## src/rtl/mac16_dot_seq_if.sv

```systemverilog
// Handshake bundle for mac16_dot_seq: command, operand stream and result ports.
// slave is the engine side, master is the producer/consumer side.
interface mac16_dot_seq_if #(
    parameter int unsigned LEN_W = 8
);
    logic             cmd_valid;
    logic             cmd_ready;
    logic [LEN_W-1:0] cmd_len;
    logic             in_valid;
    logic             in_ready;
    logic [15:0]      in_a;
    logic [15:0]      in_b;
    logic             res_valid;
    logic             res_ready;
    logic [31:0]      res_data;
    logic             res_ovf;
    logic             busy;

    modport slave (
        input  cmd_valid, cmd_len, in_valid, in_a, in_b, res_ready,
        output cmd_ready, in_ready, res_valid, res_data, res_ovf, busy
    );

    modport master (
        output cmd_valid, cmd_len, in_valid, in_a, in_b, res_ready,
        input  cmd_ready, in_ready, res_valid, res_data, res_ovf, busy
    );
endinterface

```

## src/rtl/mac16_dot_seq.sv

```systemverilog
// Unsigned 16x16 multiply-accumulate dot-product sequencer around one MAC16-style DSP slice.
// Optional sticky accumulator carry flag on res_ovf: define DOTSEQ_OVF_EN.
module mac16_dot_seq #(
    parameter int unsigned LEN_W   = 8,
    parameter int unsigned LATENCY = 3
) (
    input  logic                clk,
    input  logic                reset,
    mac16_dot_seq_if.slave      bus
);
    localparam int unsigned DRAIN_W = (LATENCY > 1) ? $clog2(LATENCY) : 1;

    typedef enum logic [2:0] {
        S_IDLE,
        S_CLEAR,
        S_STREAM,
        S_DRAIN,
        S_DONE
    } state_t;

    state_t             state_q, state_d;
    logic [LEN_W-1:0]   rem_q, rem_d;
    logic [DRAIN_W-1:0] drain_q, drain_d;

    // DSP datapath: A/B input regs, multiplier pipeline reg, accumulator reg
    logic [15:0] a_q, a_d;
    logic [15:0] b_q, b_d;
    logic [31:0] mult_q, mult_d;
    logic [31:0] acc_q, acc_d;

    logic in_fire;
    logic oload;

`ifdef DOTSEQ_OVF_EN
    logic [32:0] acc_sum;
    assign acc_sum = {1'b0, acc_q} + {1'b0, mult_q};
`else
    logic [31:0] acc_sum;
    assign acc_sum = acc_q + mult_q;
`endif

    assign bus.cmd_ready = (state_q == S_IDLE);
    assign bus.in_ready  = (state_q == S_STREAM) && (rem_q != '0);
    assign bus.res_valid = (state_q == S_DONE);
    assign bus.busy      = (state_q != S_IDLE);
    assign bus.res_data  = acc_q;

    assign in_fire = bus.in_valid && bus.in_ready;
    assign oload   = (state_q == S_CLEAR);

    always_comb begin
        state_d = state_q;
        rem_d   = rem_q;
        drain_d = drain_q;

        // Idle cycles feed zeros so the accumulator only ever adds 0 on bubbles
        a_d    = in_fire ? bus.in_a : '0;
        b_d    = in_fire ? bus.in_b : '0;
        mult_d = 32'(a_q) * 32'(b_q);
        acc_d  = oload ? '0 : acc_sum[31:0];

        case (state_q)
            S_IDLE: begin
                if (bus.cmd_valid) begin
                    rem_d   = bus.cmd_len;
                    state_d = S_CLEAR;
                end
            end
            S_CLEAR: begin
                state_d = S_STREAM;
            end
            S_STREAM: begin
                if (rem_q == '0) begin
                    drain_d = DRAIN_W'(LATENCY - 1);
                    state_d = S_DRAIN;
                end else if (in_fire) begin
                    rem_d = rem_q - 1'b1;
                end
            end
            S_DRAIN: begin
                if (drain_q == '0) begin
                    state_d = S_DONE;
                end else begin
                    drain_d = drain_q - 1'b1;
                end
            end
            S_DONE: begin
                if (bus.res_ready) begin
                    state_d = S_IDLE;
                end
            end
            default: begin
                state_d = S_IDLE;
            end
        endcase
    end

    always_ff @(posedge clk) begin
        if (reset) begin
            state_q <= S_IDLE;
            rem_q   <= '0;
            drain_q <= '0;
            a_q     <= '0;
            b_q     <= '0;
            mult_q  <= '0;
            acc_q   <= '0;
        end else begin
            state_q <= state_d;
            rem_q   <= rem_d;
            drain_q <= drain_d;
            a_q     <= a_d;
            b_q     <= b_d;
            mult_q  <= mult_d;
            acc_q   <= acc_d;
        end
    end

`ifdef DOTSEQ_OVF_EN
    logic ovf_q, ovf_d;

    // Carry is collected on every accumulating edge, i.e. from the edge after CLEAR up to DONE entry
    always_comb begin
        ovf_d = ovf_q;
        if (state_q == S_IDLE && bus.cmd_valid) begin
            ovf_d = 1'b0;
        end else if (state_q == S_STREAM || state_q == S_DRAIN) begin
            ovf_d = ovf_q | acc_sum[32];
        end
    end

    always_ff @(posedge clk) begin
        if (reset) begin
            ovf_q <= 1'b0;
        end else begin
            ovf_q <= ovf_d;
        end
    end

    assign bus.res_ovf = ovf_q;
`else
    assign bus.res_ovf = 1'b0;
`endif
endmodule

```

## src/flat_wrapper.sv

```systemverilog
// flat-port wrapper written by rule: the top's interface ports become plain ports
module mac16_dot_seq_flat 
#(
    parameter int unsigned LEN_W   = 8,
    parameter int unsigned LATENCY = 3
)
  (clk, reset, bus_cmd_valid, bus_cmd_len, bus_in_valid, bus_in_a, bus_in_b, bus_res_ready, bus_cmd_ready, bus_in_ready, bus_res_valid, bus_res_data, bus_res_ovf, bus_busy);
  mac16_dot_seq_if #(.LEN_W(LEN_W)) bus_i ();
  input  logic clk;
  input  logic reset;
  input wire logic [$bits(bus_i.cmd_valid)-1:0] bus_cmd_valid;
  input wire logic [$bits(bus_i.cmd_len)-1:0] bus_cmd_len;
  input wire logic [$bits(bus_i.in_valid)-1:0] bus_in_valid;
  input wire logic [$bits(bus_i.in_a)-1:0] bus_in_a;
  input wire logic [$bits(bus_i.in_b)-1:0] bus_in_b;
  input wire logic [$bits(bus_i.res_ready)-1:0] bus_res_ready;
  output wire logic [$bits(bus_i.cmd_ready)-1:0] bus_cmd_ready;
  output wire logic [$bits(bus_i.in_ready)-1:0] bus_in_ready;
  output wire logic [$bits(bus_i.res_valid)-1:0] bus_res_valid;
  output wire logic [$bits(bus_i.res_data)-1:0] bus_res_data;
  output wire logic [$bits(bus_i.res_ovf)-1:0] bus_res_ovf;
  output wire logic [$bits(bus_i.busy)-1:0] bus_busy;
  assign bus_i.cmd_valid = bus_cmd_valid;
  assign bus_i.cmd_len = bus_cmd_len;
  assign bus_i.in_valid = bus_in_valid;
  assign bus_i.in_a = bus_in_a;
  assign bus_i.in_b = bus_in_b;
  assign bus_i.res_ready = bus_res_ready;
  assign bus_cmd_ready = bus_i.cmd_ready;
  assign bus_in_ready = bus_i.in_ready;
  assign bus_res_valid = bus_i.res_valid;
  assign bus_res_data = bus_i.res_data;
  assign bus_res_ovf = bus_i.res_ovf;
  assign bus_busy = bus_i.busy;
  mac16_dot_seq #(.LEN_W(LEN_W), .LATENCY(LATENCY)) u_core (.clk(clk), .reset(reset), .bus(bus_i));
endmodule
```

## config.mk

```make
export PLATFORM = sky130hd
export DESIGN_NAME = mac16_dot_seq_flat
export DESIGN_NICKNAME = d
export VERILOG_FILES = /design/src/rtl/mac16_dot_seq_if.sv /design/src/rtl/mac16_dot_seq.sv /design/src/flat_wrapper.sv
export SDC_FILE = /design/constraint.sdc
export NUM_CORES = 1
export LEC_CHECK = 0
export ABC_AREA = 1
export CAP_MARGIN = 20
export CORE_MARGIN = 3
export CORE_UTILIZATION = 45
export DETAILED_ROUTE_END_ITERATION = 8
export PLACE_DENSITY = 0.61
export SLEW_MARGIN = 10
export SYNTH_ARGS = -nofsm -noshare
export SYNTH_HDL_FRONTEND = slang
export SYNTH_SLANG_ARGS = --single-unit
```

## constraint.sdc

```tcl
create_clock -name clk -period 14 [get_ports clk]
set_input_delay 4.2 -clock clk [delete_from_list [all_inputs] [get_ports clk]]
set_output_delay 4.2 -clock clk [all_outputs]
set_load 0.02 [all_outputs]
```

==> impl_metrics.xml <==
<?xml version="1.0" encoding="UTF-8"?>
<metrics>
  <group name="pwr">
    <metric name="power.static_leakage" unit="nW">9.629</metric>
    <metric name="irDropWorstVdd" unit="mV">0.05841</metric>
    <metric name="report.power.total" unit="W">0.0007514</metric>
    <metric name="power.share.switching" unit="%">33.15</metric>
    <metric name="p_int" unit="W">0.0005023</metric>
    <metric name="switch_pwr" unit="W">0.0002491</metric>
    <metric name="power_frac_comb" unit="%">17.6</metric>
    <metric name="power.sequential.fraction" unit="%">46.8</metric>
    <metric name="p_per_area" unit="nW/um^2">46.11</metric>
    <metric name="pwr-share-clk" unit="%">35.6</metric>
  </group>
  <group name="cells_and_area">
    <metric name="fin_area" unit="sq um">16300</metric>
    <metric name="layout-drive-gt1-share" unit="%">1.798</metric>
    <metric name="insertedDiodeCount" unit="">0</metric>
    <metric name="areaGrowthSynthToFinish" unit="%">9.069</metric>
    <metric name="fillerInstances" unit="">3310</metric>
    <metric name="final_net_count" unit="">2598</metric>
    <metric name="post-route-util" unit="%">49.96</metric>
  </group>
  <group name="cts">
    <metric name="cts.sinks" unit="">109</metric>
    <metric name="total_of_cells_resized_after_clock_tree_synthesis" unit="">0</metric>
    <metric name="total_cts_buffers" unit="">9</metric>
    <metric name="postCtsHoldBufs" unit="">0</metric>
    <metric name="cts.repair_timing.setup_buffer_count" unit="">0</metric>
    <metric name="cts.reportedPaths.clkPinSlew" unit="ps">80</metric>
    <metric name="cts_max_path_bufs" unit="">2</metric>
    <metric name="ctsRootBufferMaster" unit="">clkbuf_16</metric>
    <metric name="h_tree_level_count" unit="">3</metric>
    <metric name="worstSkewPairLatency" unit="ps">370</metric>
    <metric name="cts_tree" unit="">done</metric>
  </group>
  <group name="timing">
    <metric name="max-slew-margin-rel" unit="%">28.63</metric>
    <metric name="total_neg_setup_slack" unit="ps">0</metric>
    <metric name="actual_transition_at_the_worst_max_transition_pin" unit="ps">1069</metric>
    <metric name="period_minus_slack" unit="ps">6174</metric>
    <metric name="rsz0062_at_grt" unit="">false</metric>
    <metric name="clock_tree_skew_after_final_layout" unit="ps">6.285</metric>
    <metric name="timing_hold_violations_final" unit="">0</metric>
    <metric name="timing.final.setup_violations" unit="">0</metric>
    <metric name="post-route-period-util" unit="%">44.10</metric>
    <metric name="max_freq" unit="MHz">162.0</metric>
    <metric name="finalMaxSlewViolations" unit="">0</metric>
  </group>
  <group name="yosys">
    <metric name="main_synth_ff_type" unit="">dfxtp_1</metric>
    <metric name="synth_seq_cells" unit="">109</metric>
    <metric name="post_synth_num_cell_types" unit="">40</metric>
    <metric name="netlist.top_cell.by_area" unit="">fa_1</metric>
    <metric name="syn-num-nets" unit="">2582</metric>
    <metric name="synth-seq-area-share" unit="%">14.60</metric>
    <metric name="avgSynthCellArea" unit="sq um">6.779</metric>
    <metric name="post-synth-top-area-fraction" unit="%">26.13</metric>
    <metric name="async_reset_ff_share" unit="%">0</metric>
    <metric name="synth_most_common_cell" unit="">nand2_1</metric>
    <metric name="synth.cells.most_frequent" unit="">nand2_1, inv_1, fa_1</metric>
    <metric name="synth.area.top_cells" unit="">fa_1, nand2_1, inv_1</metric>
    <metric name="number_of_enable_type_register_cells_in_the_synthesized_netlist" unit="">0</metric>
    <metric name="synth-warning-count" unit="">0</metric>
    <metric name="synthCells" unit="">2204</metric>
    <metric name="mappedNetlistArea" unit="sq um">14940</metric>
  </group>
  <group name="worst_setup_path">
    <metric name="worstPathMaxFanout" unit="">14</metric>
    <metric name="crit_chain" unit="">nand3_2 &gt; nor2_4 &gt; clkdlybuf4s50_1</metric>
    <metric name="timing.reg2reg.setup_slack" unit="ps">8230</metric>
    <metric name="timing.critical_path.required" unit="ps">9800</metric>
    <metric name="worstSetupStartpointType" unit="">flop</metric>
    <metric name="cpPeakStageDelay" unit="ps">630</metric>
    <metric name="worst_r2r_endpoint" unit="">u_core.mult_q[25]</metric>
    <metric name="critPathSlowestCell" unit="">clkdlybuf4s50_1</metric>
    <metric name="crit_arrival" unit="ps">1970</metric>
    <metric name="setup.worst_path.end_class" unit="">primary output</metric>
    <metric name="r2r-start" unit="">u_core.a_q[7]</metric>
    <metric name="timing.reg2reg.worst_path_depth" unit="">22</metric>
    <metric name="timing.setup.critical_path_class" unit="">reg -&gt; out</metric>
  </group>
  <group name="die">
    <metric name="die_outline_area" unit="sq um">35430</metric>
    <metric name="floorplan.core_area" unit="sq um">32620</metric>
    <metric name="dieHeight" unit="um">188.2</metric>
    <metric name="pin_count" unit="">82</metric>
    <metric name="die_width" unit="um">188.2</metric>
    <metric name="core.rowCount" unit="">66</metric>
    <metric name="initial_core_util" unit="%">45.81</metric>
  </group>
  <group name="routing">
    <metric name="routed_wl" unit="mm">36.05</metric>
    <metric name="vias_per_cell" unit="">4.748</metric>
    <metric name="drt_first_iter_violations" unit="">865</metric>
    <metric name="drt_first_pass_iters" unit="">5</metric>
    <metric name="vias" unit="">12660</metric>
    <metric name="route.detailed.drc" unit="">0</metric>
    <metric name="detail-route-antenna-nets" unit="">0</metric>
    <metric name="detail_route.wl_per_cell" unit="um">13.52</metric>
  </group>
  <group name="global_routing">
    <metric name="via_count_of_the_first_global_routing_pass" unit="">12610</metric>
    <metric name="grt_use_total" unit="%">20.92</metric>
    <metric name="global_route.overflow_total" unit="">0</metric>
    <metric name="largest_net_degree_at_the_start_of_global_routing" unit="">34</metric>
    <metric name="grt_pass1_wl" unit="mm">60.50</metric>
    <metric name="grt_antenna_before_repair" unit="">0</metric>
  </group>
  <group name="hold_path">
    <metric name="worst_hold_path.num_cells" unit="">2</metric>
    <metric name="hp-start" unit="">u_core.drain_q[1]</metric>
    <metric name="hold_path_class" unit="">reg -&gt; reg</metric>
    <metric name="worstHoldEndpoint" unit="">u_core.drain_q[1]</metric>
  </group>
  <group name="placed_design">
    <metric name="place.port_buffers" unit="">80</metric>
    <metric name="post_dp_area" unit="sq um">16010</metric>
    <metric name="place.detailed.hpwl" unit="mm">29.40</metric>
    <metric name="gp_congestion" unit="">0.9214</metric>
  </group>
  <group name="outcome">
    <metric name="run_status" unit="">finished, final reports clean</metric>
  </group>
  <group name="job">
    <metric name="cap_violations" unit="">0</metric>
  </group>
</metrics>
[power groups by stage]
stage	combinational [W]	clock [W]	sequential, W
after floorplan	0.000108	0	0.000339
after global placement	0.000129	0	0.000358
after detailed placement	0.000133	0	0.000358
after CTS	0.000133	0.000278	0.000351
after global routing	0.000149	0.000288	0.000354
final	0.000132	0.000268	0.000352
[through the flow]
| step | worst slack, ps | std cells | hold WS (ps) |
|---|---|---|---|
| finish | 7826 | 2667 | 477.8 |
| CTS | 7798 | 2667 | 484.4 |
| global route | 7607 | 2667 | 507.3 |
| detailed placement | 7449 | 2651 | 471.0 |
| global placement | 7565 | 2651 | 449.8 |
| floorplan | 8795 | 2204 | 433.1 |
[routing by layer]
| layer | wire length, um | vias up | global-route usage [%] |
|---|---|---|---|
| li1 | - | 6393 | - |
| met1 | 16800 | 5906 | 28.48 |
| met2 | 16650 | 314 | 35.44 |
| met3 | 1863 | 51 | 2.753 |
| met4 | 729 | 0 | 5.224 |
| met5 | 0 | - | 0 |
[critical path: cells and delay by family (launching register included)]
family | cells | cell delay, ps
buffers and inverters | 1 | 630
AND/OR/NAND/NOR | 2 | 540
flip-flops | 1 | 430
[logic make-up (layout without fill, tap and decap cells)]
kind of cell,Yosys count,in the layout,synth area share [%]
xor gates and xnor gates,17,17,0.9965
other,1,1,0.02510
and+or+nand+nor,925,925,24.42
DFF,109,109,14.60
buffers and inverters,678,699,17.14
adders and majority gates,333,333,37.68
AOI/OAI and AO/OA,141,141,5.133
[worst max-delay path by stage]
stage / startpoint / endpoint / slack, ps / cells after the start
after global routing: reset / u_core.a_q[10] / 7610 / 5
after global placement: reset / u_core.bus.res_data[11] / 7570 / 5
final: u_core.state_q[1] / bus_in_ready / 7830 / 3
after floorplan: u_core.b_q[7] / u_core.mult_q[25] / 8800 / 24
after detailed placement: reset / u_core.a_q[11] / 7450 / 5
after CTS: u_core.state_q[1] / bus_in_ready / 7800 / 3
[flip-flops by register name (all words and copies together) (netlist names)]
| name | count |
|---|---|
| u_core.drain_q | 2 |
| u_core.rem_q | 8 |
| u_core.mult_q | 32 |
| u_core.a_q | 16 |
| u_core.bus.res_data | 32 |
| u_core.state_q | 3 |
| u_core.b_q | 16 |
[final cells by class]
type	instances	area (sq um)	area share, %
multi-input combinational	1417	10200	62.58
inverter	601	2256	13.84
clock buffer	10	229.0	1.405
sequential	109	2182	13.39
clock inverter	6	62.56	0.3839
timing repair buffer	82	815.8	5.006
tap	442	553.0	3.393
[cell usage in the layout, fill, tap and decap left out, types with 2 or more instances in the layout]
| master | synthesis | final |
|---|---|---|
| nand4_1 | 9 | 9 |
| o21a_1 | 2 | 2 |
| a211oi_1 | 2 | 2 |
| nor2_2 | 3 | 3 |
| nor3_1 | 7 | 7 |
| ha_1 | 138 | 138 |
| nor2_1 | 163 | 163 |
| o21ai_0 | 31 | 31 |
| a21oi_1 | 88 | 88 |
| inv_2 | 4 | 4 |
| clkdlybuf4s50_1 | 0 | 80 |
| buf_4 | 1 | 2 |
| o21ai_2 | 3 | 3 |
| a21oi_2 | 4 | 4 |
| xnor2_1 | 4 | 4 |
| nand2_1 | 662 | 662 |
| nand3_1 | 66 | 66 |
| clkbuf_16 | 0 | 9 |
| dfxtp_1 | 109 | 109 |
| inv_1 | 597 | 597 |
| inv_6 | 0 | 4 |
| xor2_1 | 13 | 13 |
| fa_1 | 195 | 195 |
| or2_2 | 2 | 2 |
| and2_1 | 4 | 4 |
| o21bai_1 | 6 | 6 |
| nand2_2 | 3 | 3 |
Note: power is estimated with default switching activity, not from simulation.
